==> src/rtl/sfu_fp_pkg.sv <==
// Shared FP32 definitions for the SFU softmax datapath: field widths, field view,
// capture/replay state encoding and the sign-magnitude compare key.
package sfu_fp_pkg;

    localparam int          FP32_EXPO_WIDTH = 8;
    localparam int          FP32_MANT_WIDTH = 23;
    localparam logic [31:0] FP32_POS_ZERO   = 32'h0000_0000;

    typedef struct packed {
        logic                       sign;
        logic [FP32_EXPO_WIDTH-1:0] exp;
        logic [FP32_MANT_WIDTH-1:0] mant;
    } fp32_t;

    typedef enum logic [0:0] {
        CAPTURE = 1'b0,
        REPLAY  = 1'b1
    } fsm_state_e;

    // Orders FP32 values as unsigned keys; only meaningful once -0 has been flushed to +0.
    function automatic logic [31:0] fp32_key(input logic [31:0] bits);
        return bits[31] ? ~bits : (bits | 32'h8000_0000);
    endfunction

endpackage

==> src/rtl/fp32_sub_nonpos.sv <==
// Single registered stage computing x - max for x <= max (truncating, flush-to-zero),
// with vld/last carried alongside; SOFTMAX_MAX_OUT_EN also registers the max as max_o.
module fp32_sub_nonpos
    import sfu_fp_pkg::*;
#(
    parameter int DATA_WIDTH = 32,
    parameter int EXPO_WIDTH = FP32_EXPO_WIDTH,
    parameter int MANT_WIDTH = FP32_MANT_WIDTH
) (
    input  logic                  clk,
    input  logic                  rst_n,
    input  logic                  en,
    input  logic                  vld_i,
    input  logic                  last_i,
    input  logic [DATA_WIDTH-1:0] x_i,
    input  logic [DATA_WIDTH-1:0] max_i,
    output logic [DATA_WIDTH-1:0] result_o,
    output logic                  vld_o,
    output logic                  last_o
`ifdef SOFTMAX_MAX_OUT_EN
   ,output logic [DATA_WIDTH-1:0] max_o
`endif
);

    localparam int SIG_W = MANT_WIDTH + 1;
    localparam int LZ_W  = $clog2(SIG_W + 1);

    fp32_t                 xF, mF;
    logic                  addMode;
    logic [EXPO_WIDTH-1:0] bigExp, smallExp, expDiff;
    logic [MANT_WIDTH-1:0] bigMant, smallMant, normMant;
    logic [SIG_W-1:0]      bigSig, smallSig, smallAligned;
    logic [SIG_W:0]        rawSum;
    logic [LZ_W-1:0]       lz;
    logic [EXPO_WIDTH+1:0] normExp;
    logic [DATA_WIDTH-1:0] result_d, result_q;
    logic                  vld_q, last_q;
`ifdef SOFTMAX_MAX_OUT_EN
    logic [DATA_WIDTH-1:0] max_q;
`endif

    function automatic logic [LZ_W-1:0] lzc(input logic [SIG_W-1:0] v);
        logic [LZ_W-1:0] n;
        n = LZ_W'(SIG_W);
        for (int i = 0; i < SIG_W; i++) begin
            if (v[i]) n = LZ_W'(SIG_W - 1 - i);
        end
        return n;
    endfunction

    assign xF = x_i;
    assign mF = max_i;

    // Differing signs mean a negative x minus a non-negative max: magnitudes add.
    always_comb begin
        addMode = xF.sign ^ mF.sign;
        if ({xF.exp, xF.mant} >= {mF.exp, mF.mant}) begin
            bigExp    = xF.exp;
            bigMant   = xF.mant;
            smallExp  = mF.exp;
            smallMant = mF.mant;
        end else begin
            bigExp    = mF.exp;
            bigMant   = mF.mant;
            smallExp  = xF.exp;
            smallMant = xF.mant;
        end
        bigSig       = {|bigExp, bigMant};
        smallSig     = {|smallExp, smallMant};
        expDiff      = bigExp - smallExp;
        smallAligned = smallSig >> expDiff;
        rawSum       = addMode ? ({1'b0, bigSig} + {1'b0, smallAligned})
                               : ({1'b0, bigSig} - {1'b0, smallAligned});
        lz           = lzc(rawSum[SIG_W-1:0]);
        normMant     = MANT_WIDTH'(rawSum[SIG_W-1:0] << lz);
        normExp      = {2'b00, bigExp} - (EXPO_WIDTH+2)'(lz);
        result_d     = FP32_POS_ZERO;
        if (rawSum[SIG_W]) begin
            result_d = {1'b1, bigExp + 1'b1, rawSum[SIG_W-1:1]};
        end else if (rawSum != '0 && !normExp[EXPO_WIDTH+1] && normExp != '0) begin
            result_d = {1'b1, normExp[EXPO_WIDTH-1:0], normMant};
        end
    end

    always_ff @(posedge clk) begin
        if (!rst_n) begin
            vld_q    <= 1'b0;
            last_q   <= 1'b0;
            result_q <= FP32_POS_ZERO;
`ifdef SOFTMAX_MAX_OUT_EN
            max_q    <= FP32_POS_ZERO;
`endif
        end else if (en) begin
            vld_q  <= vld_i;
            last_q <= vld_i & last_i;
            if (vld_i) begin
                result_q <= result_d;
`ifdef SOFTMAX_MAX_OUT_EN
                max_q    <= max_i;
`endif
            end
        end
    end

    assign result_o = result_q;
    assign vld_o    = vld_q;
    assign last_o   = last_q;
`ifdef SOFTMAX_MAX_OUT_EN
    assign max_o    = max_q;
`endif

endmodule

==> src/rtl/softmax_max_sub.sv <==
// Captures an FP32 score vector, tracks its maximum, then replays x_i - max into the
// exponential unit. Optional port max_out is enabled by SOFTMAX_MAX_OUT_EN.
module softmax_max_sub
    import sfu_fp_pkg::*;
#(
    parameter int DATA_WIDTH = 32,
    parameter int EXPO_WIDTH = 8,
    parameter int MANT_WIDTH = 23,
    parameter int LEN        = 16,
    parameter int CNT_WIDTH  = $clog2(LEN) + 1
) (
    input  logic                  clk,
    input  logic                  rst_n,
    input  logic                  en,
    input  logic                  vld_in,
    output logic                  rdy_in,
    input  logic                  last_in,
    input  logic [DATA_WIDTH-1:0] Oprand_A,
    output logic [DATA_WIDTH-1:0] Result,
    output logic                  vld_out,
    output logic                  last_out
`ifdef SOFTMAX_MAX_OUT_EN
   ,output logic [DATA_WIDTH-1:0] max_out
`endif
);

    localparam int IDX_WIDTH = $clog2(LEN);

    logic [DATA_WIDTH-1:0] bufMem [LEN];
    fsm_state_e            state_q;
    logic [CNT_WIDTH-1:0]  count_q, rd_q;
    logic [DATA_WIDTH-1:0] max_q;
    logic                  rdy_q;

    logic [DATA_WIDTH-1:0] inFlushed;
    logic                  transfer, captureLast, issueVld, issueLast;

    assign inFlushed   = (Oprand_A[MANT_WIDTH +: EXPO_WIDTH] == '0) ? FP32_POS_ZERO : Oprand_A;
    assign transfer    = vld_in & rdy_q & en;
    assign captureLast = last_in | (count_q == CNT_WIDTH'(LEN - 1));
    assign issueVld    = (state_q == REPLAY);
    assign issueLast   = (rd_q == count_q - 1'b1);

    always_ff @(posedge clk) begin
        if (rst_n && transfer) begin
            bufMem[count_q[IDX_WIDTH-1:0]] <= inFlushed;
        end
    end

    // rdy_q is refreshed even while stalled so it rises the first cycle out of reset.
    always_ff @(posedge clk) begin
        if (!rst_n) begin
            state_q <= CAPTURE;
            count_q <= '0;
            rd_q    <= '0;
            max_q   <= FP32_POS_ZERO;
            rdy_q   <= 1'b0;
        end else begin
            case (state_q)
                CAPTURE: begin
                    rdy_q <= 1'b1;
                    if (transfer) begin
                        count_q <= count_q + 1'b1;
                        if (count_q == '0 || fp32_key(inFlushed) > fp32_key(max_q)) begin
                            max_q <= inFlushed;
                        end
                        if (captureLast) begin
                            state_q <= REPLAY;
                            rdy_q   <= 1'b0;
                        end
                    end
                end
                REPLAY: begin
                    rdy_q <= 1'b0;
                    if (en) begin
                        if (issueLast) begin
                            state_q <= CAPTURE;
                            count_q <= '0;
                            rd_q    <= '0;
                            rdy_q   <= 1'b1;
                        end else begin
                            rd_q <= rd_q + 1'b1;
                        end
                    end
                end
                default: begin
                    state_q <= CAPTURE;
                    rdy_q   <= 1'b0;
                end
            endcase
        end
    end

    assign rdy_in = rdy_q;

    fp32_sub_nonpos #(
        .DATA_WIDTH (DATA_WIDTH),
        .EXPO_WIDTH (EXPO_WIDTH),
        .MANT_WIDTH (MANT_WIDTH)
    ) u_sub (
        .clk      (clk),
        .rst_n    (rst_n),
        .en       (en),
        .vld_i    (issueVld),
        .last_i   (issueLast),
        .x_i      (bufMem[rd_q[IDX_WIDTH-1:0]]),
        .max_i    (max_q),
        .result_o (Result),
        .vld_o    (vld_out),
        .last_o   (last_out)
`ifdef SOFTMAX_MAX_OUT_EN
       ,.max_o    (max_out)
`endif
    );

endmodule

==> config.mk <==
export PLATFORM = sky130hd
export DESIGN_NAME = softmax_max_sub
export DESIGN_NICKNAME = d
export VERILOG_FILES = /design/src/rtl/sfu_fp_pkg.sv /design/src/rtl/fp32_sub_nonpos.sv /design/src/rtl/softmax_max_sub.sv
export SDC_FILE = /design/constraint.sdc
export NUM_CORES = 1
export LEC_CHECK = 0
export BUFFER_PORTS_ARGS = -buffer_cell sky130_fd_sc_hd__buf_2
export CORE_MARGIN = 2
export CORE_UTILIZATION = 58
export DETAILED_ROUTE_END_ITERATION = 7
export GPL_TIMING_DRIVEN = 0
export PLACE_DENSITY = 0.84
export SLEW_MARGIN = 20
export SYNTH_ARGS = -nofsm -noshare
export SYNTH_HDL_FRONTEND = slang
export SYNTH_SLANG_ARGS = --single-unit
==> constraint.sdc <==
create_clock -name clk -period 27.4 [get_ports clk]
set_input_delay 1.37 -clock clk [delete_from_list [all_inputs] [get_ports clk]]
set_output_delay 1.37 -clock clk [all_outputs]
set_load 0.1 [all_outputs]
======== After elaboration in Yosys (flattened, before gate mapping) ========
Memory sizes are Yosys's and may differ from the RTL's. A register that Yosys moved wholly into a read port is not among the register bits.
Index checks and enable logic that the tools add are counted.
storage, ports and cells
  register bits after elaboration ......... 78
  memory bits (writable) .................. 512
  input bits .............................. 37
  output and inout bits ................... 35
  logic and storage cells ................. 101
  memories kept ........................... 1
cells by class
  add/sub/neg operators ................... 8
  magnitude comparators ................... 2
  equal/unequal tests ..................... 5
  shifts and indexed selects .............. 2
  mux-type cells .......................... 53
  bitwise gates (word level) .............. 8
  reduce and logical (&&, ||, !) cells .... 14
memories
  memory  words  bits a word  rd ports  clocked after memory_dff  wr ports  line                   text
  bufMem  16     32           1         1                         1         softmax_max_sub.sv:29  logic [DATA_WIDTH-1:0] bufMem [LEN];
operators by type and width
  operator                                     count
  two-way mux 32 bit                           5
  two-way mux 5 bit                            20
  NOT 32 bit                                   2
  two-way mux 23 bit                           2
  two-way mux 4 bit                            10
  > comparator 32 bit                          1
  >= comparator 31 bit                         1
  adder 24 x 24 -> 25 bit                      1
  two-way mux 25 bit                           1
  nonzero test 25 bit                          1
  subtractor 24 x 24 -> 25 bit                 1
  left shift 24 x 5 -> 23 bit                  1
  >> shifter 24 x 8 -> 24 bit                  1
  two-way mux 8 bit                            2
  OR reduction 8 bit                           2
  adder 5 x 1 -> 5 bit, second input constant  2
  two-way mux 1 bit                            10
  one-hot mux 5 bit (2 select lines)           1
  nonzero test 10 bit                          1
  subtractor 8 x 5 -> 9 bit                    1
  adder 8 x 1 -> 8 bit, second input constant  1
  logical NOT 8 bit                            1
  subtractor 8 bit                             1
  AND reduction 3 bit                          2
  15 further kinds                             21

======== Logic depth before layout (Yosys ltp) ========
  depth after elaboration ................. 36
  depth in mapped cells ................... 73
  mapped depth without buffers ............ 58

======== Cells and area by module ========
From an unflattened synthesis, not the netlist that was laid out.
unflattened totals
  cell total of the unflattened synthesis .. 2443
  area, all modules ....................... 31886.8 um^2
by module, submodules not included
  module           times used  cells an instance  area each (um^2)  seq. area each (um^2)
  softmax_max_sub  1           1180               22912.0           16335.7
  fp32_sub_nonpos  1           1263               8974.9            680.7

======== Worst setup path after synthesis ========
OpenSTA, ideal clock, no wires.
  path kind ............................... reg-to-reg
  start point ............................. register (tool-made name)
  end point ............................... register u_sub.result_q[28], in the netlist u_sub.result_o[28]
  setup time .............................. 0.086 ns
  arrival time ............................ 15.099 ns
  data required time ...................... 27.314 ns
  setup slack ............................. 12.215 ns
  stages on the path, launching flop included .. 64
  buffers on the path ..................... 17
  clock period less this slack ............ 15.185 ns
  cell sequence ........................... dfxtp_1 -> buf_6 -> buf_6 -> buf_4 -> buf_6 -> buf_2 -> buf_2 -> buf_1 -> mux4_2 -> mux4_2 -> ha_1 -> nand3_1 -> nor4_1 -> a2111oi_0 -> a21oi_1 -> nor2_1 -> buf_2 -> clkbuf_1 -> (+28 left out) -> buf_2 -> inv_1 -> ha_1 -> fa_1 -> nor2b_1 -> o21ai_0 -> nand2b_1 -> xor2_1 -> nor2_1 -> nand4_1 -> nor2_1 -> o211ai_1 -> a21o_1 -> o21ai_0 -> nor3_1 -> a21bo_2 -> o211a_1 -> a211oi_1
RTL lines
  item                    line                   text
  end signal: assignment  fp32_sub_nonpos.sv:97  result_q <= result_d;
  end: declaration        fp32_sub_nonpos.sv:36  logic [DATA_WIDTH-1:0] result_d, result_q;

==> results.sh <==
export IMPL_synth_distinct_cells=95
export IMPL_hold_path_class="reg -> reg"
export IMPL_p_per_area_nw_per_um2=64.8
export IMPL_max_freq_mhz=48.4
export IMPL_drt_iter0_drc=3193
export IMPL_worstMarginPinSlew_ns=1.18
export IMPL_period_share_pct=75.4
export IMPL_final_seq_area_um2=17000
export IMPL_clkTransAtPathRegs_ns=0.06
export IMPL_nNetsFinal=2919
export IMPL_p_leak_nw=12.5
export IMPL_cts_resized=0
export IMPL_grt_pass1_wl_mm=151
export IMPL_fp_dieW_um=240
export IMPL_hold_worst_slack_ns=0.472
export IMPL_final_cell_mix="edfxtp_1 (512), nand2_1 (178), nor2_1 (162), mux2i_1 (154), mux4_2 (136)"
export IMPL_status="completed"
export IMPL_maxSlewViolCount=0
export IMPL_postSynthCellCount=2610
export IMPL_drv_cap=0
export IMPL_antenna_left=0
export IMPL_period_needed_ns=20.65
export IMPL_syn_area_um2=32300
export IMPL_cpMaxStageDelayCell="nor3_1"
export IMPL_antenna_found_initial=1
export IMPL_cp_arrival_ns=21.24
export IMPL_p_switching_mw=0.723
export IMPL_worstSetupEndpointType="register"
export IMPL_dpl_hpwl_mm=72.2
export IMPL_die_area_um2=57600
export IMPL_ys_ff_latch=594
export IMPL_cts_buffer_depth=3
export IMPL_detail_route_wl_per_cell_um=28.6
export IMPL_area_growth_syn_to_layout_pct=12.0
export IMPL_final_common_cell="edfxtp_1"
export IMPL_cts_setup_buffers=0
export IMPL_core_um2=55100
export IMPL_pin_count=72
export IMPL_num_rows=86
export IMPL_p_int_mw=1.62
export IMPL_syn_nets=2751
export IMPL_tritoncts="done"
export IMPL_cts_num_sinks=594
export IMPL_avgSynthCellArea_um2=12.4
export IMPL_async_flop_share_pct=0
export IMPL_ctsHoldBuffers=0
export IMPL_fp_dieH_um=240
export IMPL_viasPerCell=6.85
export IMPL_multi_input_area_um2=14400
export IMPL_p_sw_share_pct=30.9
export IMPL_yosysWarnings=0
export IMPL_crit_top_cell="clkbuf_1"
export IMPL_start_util_pct=58.6
export IMPL_worstPathRequired_ns=27.99
export IMPL_criticalPathCategory="reg -> reg"
export IMPL_grt_overflow_total=0
export IMPL_clkLatencyLatePin_ns=0.67
export IMPL_slew_headroom_pct=21.5
export IMPL_hold_viol=0
export IMPL_reg2reg_depth=62
export IMPL_irDropWorstVdd_v=0.0000635
export IMPL_p_total_mw=2.34
export IMPL_remaining_drc_errors=0
export IMPL_grt_pass1_vias=24200
export IMPL_root_buffer="clkbuf_16"
export IMPL_ys_seq_area_share_pct=52.7
export IMPL_combPwrFrac_pct=23.4
export IMPL_gp_congestion=1.03
export IMPL_final_layout_size_suffix_gt1_share_pct=15.7
export IMPL_p_seq_share_pct=42.2
export IMPL_grt_usage_pct=35.7
export IMPL_setup_viol=0
export IMPL_worstPathMaxFanout=10
export IMPL_synth_edf_count=512
export IMPL_holdPathStages=2
export IMPL_fillers=3972
export IMPL_startpoint_type="register"
export IMPL_cp_slowest_stage_delay_ns=0.91
export IMPL_rsz0062_at_grt="false"
export IMPL_vias=24500
export IMPL_numCtsBuffers=58
export IMPL_power_frac_clock_pct=34.4
export IMPL_setup_tns_ns=0
export IMPL_htreeDepth=2
export IMPL_wl_mm=102
export IMPL_drtPass1Iterations=6
export IMPL_portBuffers=70
export IMPL_ys_flop_type="edfxtp_1"
export IMPL_skew_ns=0.0533
export IMPL_utilization_pct=65.6
export IMPL_grt_max_degree=21
[final timing paths]
path	start	slack, ns	to
min reg2reg	u_sub.vld_o	0.47	u_sub.vld_o
max reg2reg	register	6.75	u_sub.result_o[17]
min	u_sub.vld_o	0.47	u_sub.vld_o
max	register	6.75	u_sub.result_o[17]
[flip-flops by register name, summed over array words and instances (netlist names), named ones only]
name / cells
bufMem: 512
count_q: 5
issueVld: 1
max_q: 32
rd_q: 5
rdy_in: 1
u_sub.last_o: 1
u_sub.result_o: 32
u_sub.vld_o: 1
[final cells by class]
type / count / area share (%)
flip-flops and latches: 594 / 47.0
multi-input cells: 1778 / 39.8
clock buffers: 71 / 4.15
well taps: 748 / 2.59
repair buffers: 108 / 2.56
plain buffers: 157 / 1.97
clock inverters: 36 / 1.08
inverters: 81 / 0.841
diodes: 1 / 0.00692
[power by group through the flow]
stage | Combinational, mW | Clock (mW) | Sequential (mW)
2_1_floorplan | 0.375 | 0 | 1.02
3_3_place_gp | 0.516 | 0 | 1.01
3_5_place_dp | 0.525 | 0 | 1.01
4_1_cts | 0.531 | 0.808 | 0.989
5_1_grt | 0.586 | 0.841 | 0.989
6_report | 0.547 | 0.806 | 0.989
[layer usage]
layer	share of wire (%)	GRT usage, %	vias to the layer above
met5	0	0	-
met2	47	58.1	1625
met3	9.4	6.00	381
li1	-	-	10500
met4	7.5	23.1	0
met1	36	44.4	12000
[critical path: cells and delay by family, from the launching register on]
kind,cells,cell delay [ns]
and+or+nand+nor,17,4.37
DFF,1,0.46
xor gates and xnor gates,2,0.36
adders and majority gates,5,1.48
muxes,1,0.48
buffers and inverters,20,7.91
AOI/OAI and AO/OA,17,5.45
[synthesized netlist by cell type (all sizes together), types with 10 or more instances]
master	number	area share, %
o21a	17	0.40
o22ai	13	0.25
xor2	30	0.81
a22oi	39	0.91
nand2b	26	0.50
nor2b	21	0.41
nor4	16	0.35
and3	20	0.39
a21o	20	0.47
nor2	175	2.0
ha	102	4.0
o211ai	23	0.55
mux2i	154	4.8
xnor2	86	2.3
mux4	136	9.5
and2	45	0.87
edfxtp	512	48
nand2	179	2.1
buf	63	1.1
nor3	40	0.62
nand4	36	0.72
or3	20	0.39
o21ai	143	2.2
a21oi	128	2.0
or2	10	0.19
mux2	19	0.66
clkbuf	94	1.1
o31ai	11	0.26
dfxtp	82	5.1
a31oi	37	0.72
nand3	56	0.87
inv	81	0.94
a211oi	25	0.58
[cells by family (layout without fill, tap and decap cells)]
logic type | after synthesis | count (layout) | synth area share (%)
XOR/XNOR | 116 | 116 | 3.15
other | 0 | 1 | 0
buffers and inverters | 238 | 453 | 3.15
AND/OR/NAND/NOR | 671 | 671 | 10.1
multiplexers | 309 | 309 | 14.9
adder cells (fa/ha/maj) | 104 | 104 | 4.08
flip-flops | 594 | 594 | 52.7
AO/OA/AOI/OAI | 578 | 578 | 11.9
[through the flow]
| stage | setup WS [ns] | cell area, um2 | std cells |
|---|---|---|---|
| after floorplan | 12.22 | 32300 | 2610 |
| after global placement | 7.37 | 33600 | 3428 |
| after detailed placement | 7.43 | 34300 | 3466 |
| after CTS | 7.34 | 36200 | 3573 |
| after global routing | 5.84 | 36200 | 3573 |
| final | 6.75 | 36200 | 3574 |
Note: power is estimated with default switching activity, not from simulation.
